<file path="src/rtl/mem_req_ctrl.sv">
// mem_req_ctrl: request-holding front end between the pipeline memory stage
// and mem_system. It captures one aligned load or store, holds the request
// stable until mem_system reports Done, stalls the pipeline meanwhile,
// returns load data with a one-cycle valid pulse and keeps saturating
// hit/miss statistics. ERR is absorbing and left only through rst.
//
// Optional feature: define MEM_REQ_TIMEOUT_EN to add an 8-bit wait counter
// that forces ERR when mem_done has not arrived after TIMEOUT ISSUE cycles.
// Without it, ISSUE waits indefinitely.
module mem_req_ctrl #(
  parameter int unsigned CNT_W   = 16,
  parameter int unsigned TIMEOUT = 255
) (
  input  logic             clk,
  input  logic             rst,
  input  logic             req_rd,
  input  logic             req_wr,
  input  logic [15:0]      req_addr,
  input  logic [15:0]      req_wdata,
  output logic             pipe_stall,
  output logic [15:0]      rdata,
  output logic             rdata_valid,
  output logic             err,
  output logic [15:0]      mem_addr,
  output logic [15:0]      mem_data_in,
  output logic             mem_rd,
  output logic             mem_wr,
  input  logic [15:0]      mem_data_out,
  input  logic             mem_done,
  input  logic             mem_cache_hit,
  input  logic             mem_err,
  output logic [CNT_W-1:0] hit_cnt,
  output logic [CNT_W-1:0] miss_cnt
);

  typedef enum logic [1:0] {
    S_IDLE,
    S_ISSUE,
    S_RESP,
    S_ERR
  } state_e;

  localparam logic [CNT_W-1:0] CNT_MAX = '1;

  // The wait counter is 8 bits wide, so the limit has to fit in it.
  if (TIMEOUT < 1 || TIMEOUT > 255) begin : g_bad_timeout
    $error("mem_req_ctrl: TIMEOUT must be in 1..255");
  end

  state_e           state_q, state_d;
  logic [15:0]      addr_q, addr_d;
  logic [15:0]      wdata_q, wdata_d;
  logic [15:0]      rdata_q, rdata_d;
  logic             is_wr_q, is_wr_d;
  logic             first_q, first_d;
  logic             first_hit_q, first_hit_d;
  logic [CNT_W-1:0] hit_q, hit_d;
  logic [CNT_W-1:0] miss_q, miss_d;
  logic             timed_out;

`ifdef MEM_REQ_TIMEOUT_EN
  localparam logic [7:0] WAIT_LIMIT = 8'(TIMEOUT - 1);

  logic [7:0] wait_q, wait_d;

  // Wait counter: zero outside ISSUE, so it starts from 0 on every entry.
  always_comb begin
    wait_d = (state_q == S_ISSUE) ? wait_q + 8'd1 : 8'd0;
  end

  // Wait counter register.
  always_ff @(posedge clk or posedge rst) begin
    if (rst) wait_q <= 8'd0;
    else     wait_q <= wait_d;
  end

  assign timed_out = (state_q == S_ISSUE) && (wait_q == WAIT_LIMIT);
`else
  assign timed_out = 1'b0;
`endif

  // Next-state, request capture, statistics and combinational outputs.
  always_comb begin
    // NOTE: every signal written here gets a default first; a path that
    // leaves one unassigned would infer a latch.
    state_d     = state_q;
    addr_d      = addr_q;
    wdata_d     = wdata_q;
    rdata_d     = rdata_q;
    is_wr_d     = is_wr_q;
    first_d     = first_q;
    first_hit_d = first_hit_q;
    hit_d       = hit_q;
    miss_d      = miss_q;
    pipe_stall  = 1'b0;
    rdata_valid = 1'b0;
    mem_rd      = 1'b0;
    mem_wr      = 1'b0;

    unique case (state_q)
      S_IDLE: begin
        if (req_rd || req_wr) begin
          pipe_stall = 1'b1;
          if ((req_rd && req_wr) || req_addr[0]) begin
            // Ambiguous or misaligned request: nothing goes to mem_system.
            state_d = S_ERR;
          end else begin
            addr_d  = req_addr;
            wdata_d = req_wdata;
            is_wr_d = req_wr;
            first_d = 1'b1;
            state_d = S_ISSUE;
          end
        end
      end

      S_ISSUE: begin
        pipe_stall = 1'b1;
        mem_rd     = ~is_wr_q;
        mem_wr     = is_wr_q;
        first_d    = 1'b0;
        // Only the first tag compare decides hit vs miss for the statistics.
        if (first_q) first_hit_d = mem_cache_hit;
        if (mem_err) begin
          state_d = S_ERR;
        end else if (mem_done) begin
          if (!is_wr_q) rdata_d = mem_data_out;
          state_d = S_RESP;
        end else if (timed_out) begin
          state_d = S_ERR;
        end
      end

      S_RESP: begin
        // Rd/Wr drop here so mem_system returns to idle without a new request.
        rdata_valid = ~is_wr_q;
        if (first_hit_q) begin
          if (hit_q != CNT_MAX) hit_d = hit_q + 1'b1;
        end else begin
          if (miss_q != CNT_MAX) miss_d = miss_q + 1'b1;
        end
        state_d = S_IDLE;
      end

      S_ERR: begin
        pipe_stall = 1'b1;
      end

      default: begin
        state_d = S_IDLE;
      end
    endcase
  end

  // State and datapath registers.
  always_ff @(posedge clk or posedge rst) begin
    if (rst) begin
      state_q     <= S_IDLE;
      addr_q      <= 16'h0000;
      wdata_q     <= 16'h0000;
      rdata_q     <= 16'h0000;
      is_wr_q     <= 1'b0;
      first_q     <= 1'b0;
      first_hit_q <= 1'b0;
      hit_q       <= '0;
      miss_q      <= '0;
    end else begin
      // NOTE: non-blocking assignments so every register samples the values
      // from before this edge, independent of statement order.
      state_q     <= state_d;
      addr_q      <= addr_d;
      wdata_q     <= wdata_d;
      rdata_q     <= rdata_d;
      is_wr_q     <= is_wr_d;
      first_q     <= first_d;
      first_hit_q <= first_hit_d;
      hit_q       <= hit_d;
      miss_q      <= miss_d;
    end
  end

  assign err         = (state_q == S_ERR);
  assign rdata       = rdata_q;
  assign mem_addr    = addr_q;
  assign mem_data_in = wdata_q;
  assign hit_cnt     = hit_q;
  assign miss_cnt    = miss_q;

endmodule
</file>
<file path="config.mk">
export PLATFORM = sky130hd
export DESIGN_NAME = mem_req_ctrl
export DESIGN_NICKNAME = d
export VERILOG_FILES = /design/src/rtl/mem_req_ctrl.sv
export SDC_FILE = /design/constraint.sdc
export NUM_CORES = 1
export LEC_CHECK = 0
export ABC_AREA = 1
export BUFFER_PORTS_ARGS = -buffer_cell sky130_fd_sc_hd__buf_2
export CORE_AREA = 2 2 100 150
export DETAILED_ROUTE_END_ITERATION = 7
export DIE_AREA = 0 0 102 152
export HOLD_SLACK_MARGIN = 0.15
export PLACE_DENSITY = 0.49
export SYNTH_ARGS = -nofsm -noshare
export SYNTH_HDL_FRONTEND = slang
export SYNTH_SLANG_ARGS = --single-unit
</file>
<file path="constraint.sdc">
create_clock -name clk -period 2.5 [get_ports clk]
set_input_delay 0.375 -clock clk [delete_from_list [all_inputs] [get_ports clk]]
set_output_delay 0.375 -clock clk [all_outputs]
set_load 0.05 [all_outputs]
</file>
==> flow_summary.html <==
<table>
<tr><th>Metric</th><th>Value</th></tr>
<tr><th colspan="2">Run status</th></tr>
<tr><td>Result of the run</td><td>finished clean</td></tr>
<tr><th colspan="2">Logic synthesis</th></tr>
<tr><td>Avg Synthesized Cell Area</td><td>approximately 8 um^2</td></tr>
<tr><td>Mapped Area</td><td>between 0.004 and 0.005 mm^2</td></tr>
<tr><td>XOR/XNOR Fraction of Synth Area</td><td>under 10%</td></tr>
<tr><td>Largest family of logic cells by synthesized area</td><td>simple AND/OR/NAND/NOR gates</td></tr>
<tr><td>Portion of synthesized cell area occupied by the leading cell type</td><td>about half</td></tr>
<tr><td>Most common library cells after synthesis</td><td>227 x sky130_fd_sc_hd__nand2_1, 85 x sky130_fd_sc_hd__dfrtp_1, 42 x sky130_fd_sc_hd__inv_1</td></tr>
<tr><td>Compound-gate portion of the synthesized area</td><td>around 1.1%</td></tr>
<tr><td>Post-synth cell types</td><td>28</td></tr>
<tr><td>Sequential area share after synthesis</td><td>50.8%</td></tr>
<tr><td>Dominant cell by count in the synthesized netlist</td><td>sky130_fd_sc_hd__nand2_1</td></tr>
<tr><td>Number of synthesized flops with an enable pin</td><td>0</td></tr>
<tr><td>Fraction of synthesis flops using an asynchronous set or reset pin</td><td>100%</td></tr>
<tr><td>Top cell type by total area after synthesis</td><td>sky130_fd_sc_hd__dfrtp_1</td></tr>
<tr><td>Yosys Warn Count</td><td>0</td></tr>
<tr><td>Main flop type after synthesis</td><td>sky130_fd_sc_hd__dfrtp_1</td></tr>
<tr><td>Number of cells produced by synthesis</td><td>508</td></tr>
<tr><td>Syn nets</td><td>569</td></tr>
<tr><td>Synth Area in Adders</td><td>between 1.5 and 2%</td></tr>
<tr><td>Simple-gate share of the synthesized area</td><td>about a third</td></tr>
<tr><td>Proportion of synthesized area in mux cells</td><td>between 5 and 6%</td></tr>
<tr><td>#FFs+latches synth</td><td>between 80 and 90</td></tr>
<tr><td>Leading cell types by total area after synthesis</td><td>sky130_fd_sc_hd__dfrtp_1 51%, sky130_fd_sc_hd__nand2_1 20%, sky130_fd_sc_hd__nand3_1 3.9%, sky130_fd_sc_hd__inv_1 3.8%, sky130_fd_sc_hd__nor2_1 3.7%</td></tr>
<tr><th colspan="2">Clock tree</th></tr>
<tr><td>Post-CTS setup-driven buffer insertion count</td><td>0</td></tr>
<tr><td>Num Clock Sinks</td><td>85</td></tr>
<tr><td>Quantity of hold-fixing buffers added after cts</td><td>0</td></tr>
<tr><td>Master cell of the clock root buffer</td><td>sky130_fd_sc_hd__clkbuf_16</td></tr>
<tr><td>Count of cells resized by post-cts repair</td><td>0</td></tr>
<tr><td>Number of buffers created by CTS</td><td>9</td></tr>
<tr><td>Max H-tree Level</td><td>3</td></tr>
<tr><td>Clock input transition at the sequential cells of the worst setup and hold paths</td><td>roughly 0.060 ns</td></tr>
<tr><td>Clock tree from TritonCTS</td><td>yes</td></tr>
<tr><td>Latest clock arrival within the worst-skew pair</td><td>0.34 ns</td></tr>
<tr><td>Number of buffers between clock root and the deepest sink</td><td>2</td></tr>
<tr><th colspan="2">Floorplan</th></tr>
<tr><td>X dimension of the die</td><td>102 um</td></tr>
<tr><td>Row count</td><td>between 50 and 60</td></tr>
<tr><td>Die ar.</td><td>~0.016 mm^2</td></tr>
<tr><td>Floorplan die height</td><td>roughly 150 um</td></tr>
<tr><td>Area of the core</td><td>around 0.014 mm^2</td></tr>
<tr><td>Initial cell density of the core</td><td>29.2%</td></tr>
<tr><td>I/O pin count</td><td>140</td></tr>
<tr><th colspan="2">Routing</th></tr>
<tr><td>1st-iter DRT viols</td><td>around 110</td></tr>
<tr><td>Mean routed wirelength per cell</td><td>roughly 13 um</td></tr>
<tr><td>TritonRoute pass-1 iters</td><td>4</td></tr>
<tr><td>Number of remaining DRC errors</td><td>0</td></tr>
<tr><td>Antenna-violating nets left</td><td>0</td></tr>
<tr><td>Avg Vias per Cell</td><td>about 4.4</td></tr>
<tr><td>Total number of vias</td><td>between 3000 and 4000</td></tr>
<tr><td>Drt total wl</td><td>roughly 11000 um</td></tr>
<tr><th colspan="2">Global routing</th></tr>
<tr><td>Global-route wire length before repair</td><td>18100 um</td></tr>
<tr><td>Number of global-route vias before repair</td><td>between 3000 and 4000</td></tr>
<tr><td>Maximum number of pins on one net before global-route repair</td><td>42</td></tr>
<tr><td>GRT Util Overall</td><td>14.7%</td></tr>
<tr><td>Number of antenna violations at the first check in global routing</td><td>0</td></tr>
<tr><td>Congestion Overflow GR</td><td>0</td></tr>
<tr><th colspan="2">Power and ir drop</th></tr>
<tr><td>Switch Pwr</td><td>3.47 mW</td></tr>
<tr><td>Portion of total power attributed to combinational logic</td><td>about 49%</td></tr>
<tr><td>Share of power burned in registers</td><td>30.8%</td></tr>
<tr><td>Internal Pwr Total</td><td>3.47 mW</td></tr>
<tr><td>Clk pwr share</td><td>between 10% and 20%</td></tr>
<tr><td>Static Leak</td><td>2.89 nW</td></tr>
<tr><td>Power density over the cells</td><td>about 1300 mW/mm^2</td></tr>
<tr><td>Switching power share of the total</td><td>49.9%</td></tr>
<tr><td>Worst-case vdd ir drop</td><td>about 0.00067 V</td></tr>
<tr><th colspan="2">Placement</th></tr>
<tr><td>Worst slack at placement</td><td>0.354 ns</td></tr>
<tr><td>Placement Cell Area</td><td>between 0.005 and 0.006 mm^2</td></tr>
<tr><td>Global placer's final weighted congestion</td><td>~0.75</td></tr>
<tr><td>Number of port buffers</td><td>approximately 140</td></tr>
<tr><td>Detailed Place HPWL</td><td>between 8000 and 9000 um</td></tr>
<tr><th colspan="2">STA</th></tr>
<tr><td># setup viols final</td><td>0</td></tr>
<tr><td>Minimum setup slack in the final design</td><td>roughly 0.41 ns</td></tr>
<tr><td>Portion of the clock cycle consumed by the worst path in the final layout</td><td>a little over four fifths</td></tr>
<tr><td>Fin Clk Skew</td><td>0.00460 ns</td></tr>
<tr><td>Max Clk Rate</td><td>approximately 480 MHz</td></tr>
<tr><td>Total negative setup slack</td><td>0 ns</td></tr>
<tr><td>Tightest Pin Transition</td><td>a little over 0.9 ns</td></tr>
<tr><td>Final Max Slew Viols</td><td>0</td></tr>
<tr><td>Final hold violation count</td><td>0</td></tr>
<tr><td>Relative slew slack</td><td>37.6%</td></tr>
<tr><td>RSZ-0062 raised after global routing</td><td>no</td></tr>
<tr><td>Min Tclk post-route</td><td>2.09 ns</td></tr>
<tr><th colspan="2">Setup path</th></tr>
<tr><td>Critical path class</td><td>flop to output pin</td></tr>
<tr><td>Worst Path Required</td><td>roughly 2.1 ns</td></tr>
<tr><td>Arrival time of data at the critical path endpoint</td><td>1.72 ns</td></tr>
<tr><td>Maximum fanout count along the critical path</td><td>7</td></tr>
<tr><td>Timing endpoint of the critical path</td><td>pipe_stall</td></tr>
<tr><td>CP Launch Point</td><td>state_q[1]</td></tr>
<tr><td>Type of element capturing the critical path</td><td>output pin</td></tr>
<tr><td>Launching point of the worst reg2reg path</td><td>state_q[0]</td></tr>
<tr><td>Reg2reg end</td><td>hit_cnt[9]</td></tr>
<tr><td>Startpoint type of the worst setup path</td><td>flop</td></tr>
<tr><td>R2R cell count</td><td>9</td></tr>
<tr><td>Register-to-register setup slack</td><td>0.59 ns</td></tr>
<tr><th colspan="2">Hold path</th></tr>
<tr><td>Hold Crit Class</td><td>primary input to asynchronous set/reset pin</td></tr>
<tr><th colspan="2">Layout</th></tr>
<tr><td>Number of diodes added for antenna fixing</td><td>0</td></tr>
<tr><td>Layout net count</td><td>between 700 and 800</td></tr>
<tr><td>Area of all placed cells without fillers</td><td>0.00541 mm^2</td></tr>
<tr><td>Layout overhead on the synthesized area</td><td>29.2%</td></tr>
<tr><td>Layout cells sized above 1</td><td>between 30% and 40%</td></tr>
<tr><th colspan="2">Flow run</th></tr>
<tr><td>Maximum capacitance violations</td><td>0</td></tr>
</table>
-- cell type report --
cell class	count	area [um^2]
clock inverter	5	58.8
tap	196	245
fill	1552	8920
sequential	85	2130
timing repair buffer	146	761
multi-input combinational	364	1800
clock buffer	11	243
inverter	45	176
-- registers in the layout (all words and copies together), names as in the netlist --
signal	cells
state_q	2
first_hit_q	1
miss_cnt	16
rdata	16
hit_cnt	16
first_q	1
mem_data_in	16
is_wr_q	1
mem_addr	16
-- cells by family after synthesis --
logic type | Yosys count
flops | 85
fa+ha+maj | 6
xor+xnor | 5
compound gates | 9
mux | 16
simple gates | 328
buf+inv | 59
-- layer usage --
| metal | GRT usage [%] | wire, um |
|---|---|---|
| met2 | 26.7 | 5820 |
| met3 | 3.45 | 560 |
| met4 | 5.02 | 151 |
| met5 | 0 | 0 |
| met1 | 16.3 | 4250 |
-- power by group through the flow --
| stage | logic, mW | clock network [mW] | registers, mW |
|---|---|---|---|
| final | 3.43 | 1.37 | 2.14 |
| after global routing | 3.66 | 1.48 | 2.20 |
| after CTS | 3.47 | 1.41 | 2.14 |
| after detailed placement | 3.47 | 0 | 2.15 |
| after global placement | 3.43 | 0 | 2.15 |
| after floorplan | 1.22 | 0 | 3.60 |
-- worst max-delay path, stage by stage, from the launching register on --
cell and delay (ns):
sky130_fd_sc_hd__dfrtp_1 0.38, sky130_fd_sc_hd__inv_1 0.09, sky130_fd_sc_hd__ha_1 0.28, sky130_fd_sc_hd__nor3_1 0.34, sky130_fd_sc_hd__nor2_1 0.07, sky130_fd_sc_hd__buf_2 0.22
-- through the flow --
| step | instances | hold WS (ns) | utilization, % | power, mW |
|---|---|---|---|---|
| floorplan | 508 | 0.481 | - | 4.81 |
| global placement | 836 | 0.459 | 35.6 | 5.58 |
| detailed placement | 836 | 0.462 | 35.6 | 5.62 |
| CTS | 852 | 0.224 | 37.7 | 7.03 |
| global route | 852 | 0.233 | 37.8 | 7.34 |
| finish | 852 | 0.230 | 37.8 | 6.94 |
-- cell usage in the layout (no fill, tap or decap), types with 3 or more instances in the layout --
master and n:
sky130_fd_sc_hd__mux2_4 10, sky130_fd_sc_hd__clkbuf_16 9, sky130_fd_sc_hd__dfrtp_1 85, sky130_fd_sc_hd__nand2_1 227, sky130_fd_sc_hd__inv_1 41, sky130_fd_sc_hd__nor2_4 5, sky130_fd_sc_hd__nor2_1 40, sky130_fd_sc_hd__xor2_1 3
sky130_fd_sc_hd__clkinvlp_4 4, sky130_fd_sc_hd__o21ai_0 4, sky130_fd_sc_hd__nor3_1 4, sky130_fd_sc_hd__nand3_2 9, sky130_fd_sc_hd__a21oi_1 5, sky130_fd_sc_hd__nand3_1 33, sky130_fd_sc_hd__mux2_2 6, sky130_fd_sc_hd__buf_2 139
sky130_fd_sc_hd__ha_1 6, sky130_fd_sc_hd__buf_4 6
-- worst min-delay path by stage --
| stage | from | end | slack [ns] | depth (start not counted) |
|---|---|---|---|---|
| 2_1_floorplan | first_q | first_q | 0.48 | 2 |
| 6_report | rst | mem_data_in[5] | 0.23 | 2 |
| 5_1_grt | req_wdata[9] | mem_data_in[9] | 0.23 | 3 |
| 4_1_cts | req_addr[2] | mem_addr[2] | 0.22 | 3 |
| 3_3_place_gp | mem_data_in[13] | mem_data_in[13] | 0.46 | 2 |
| 3_5_place_dp | mem_addr[11] | mem_addr[11] | 0.46 | 2 |
(Power assumes the default switching activity.)
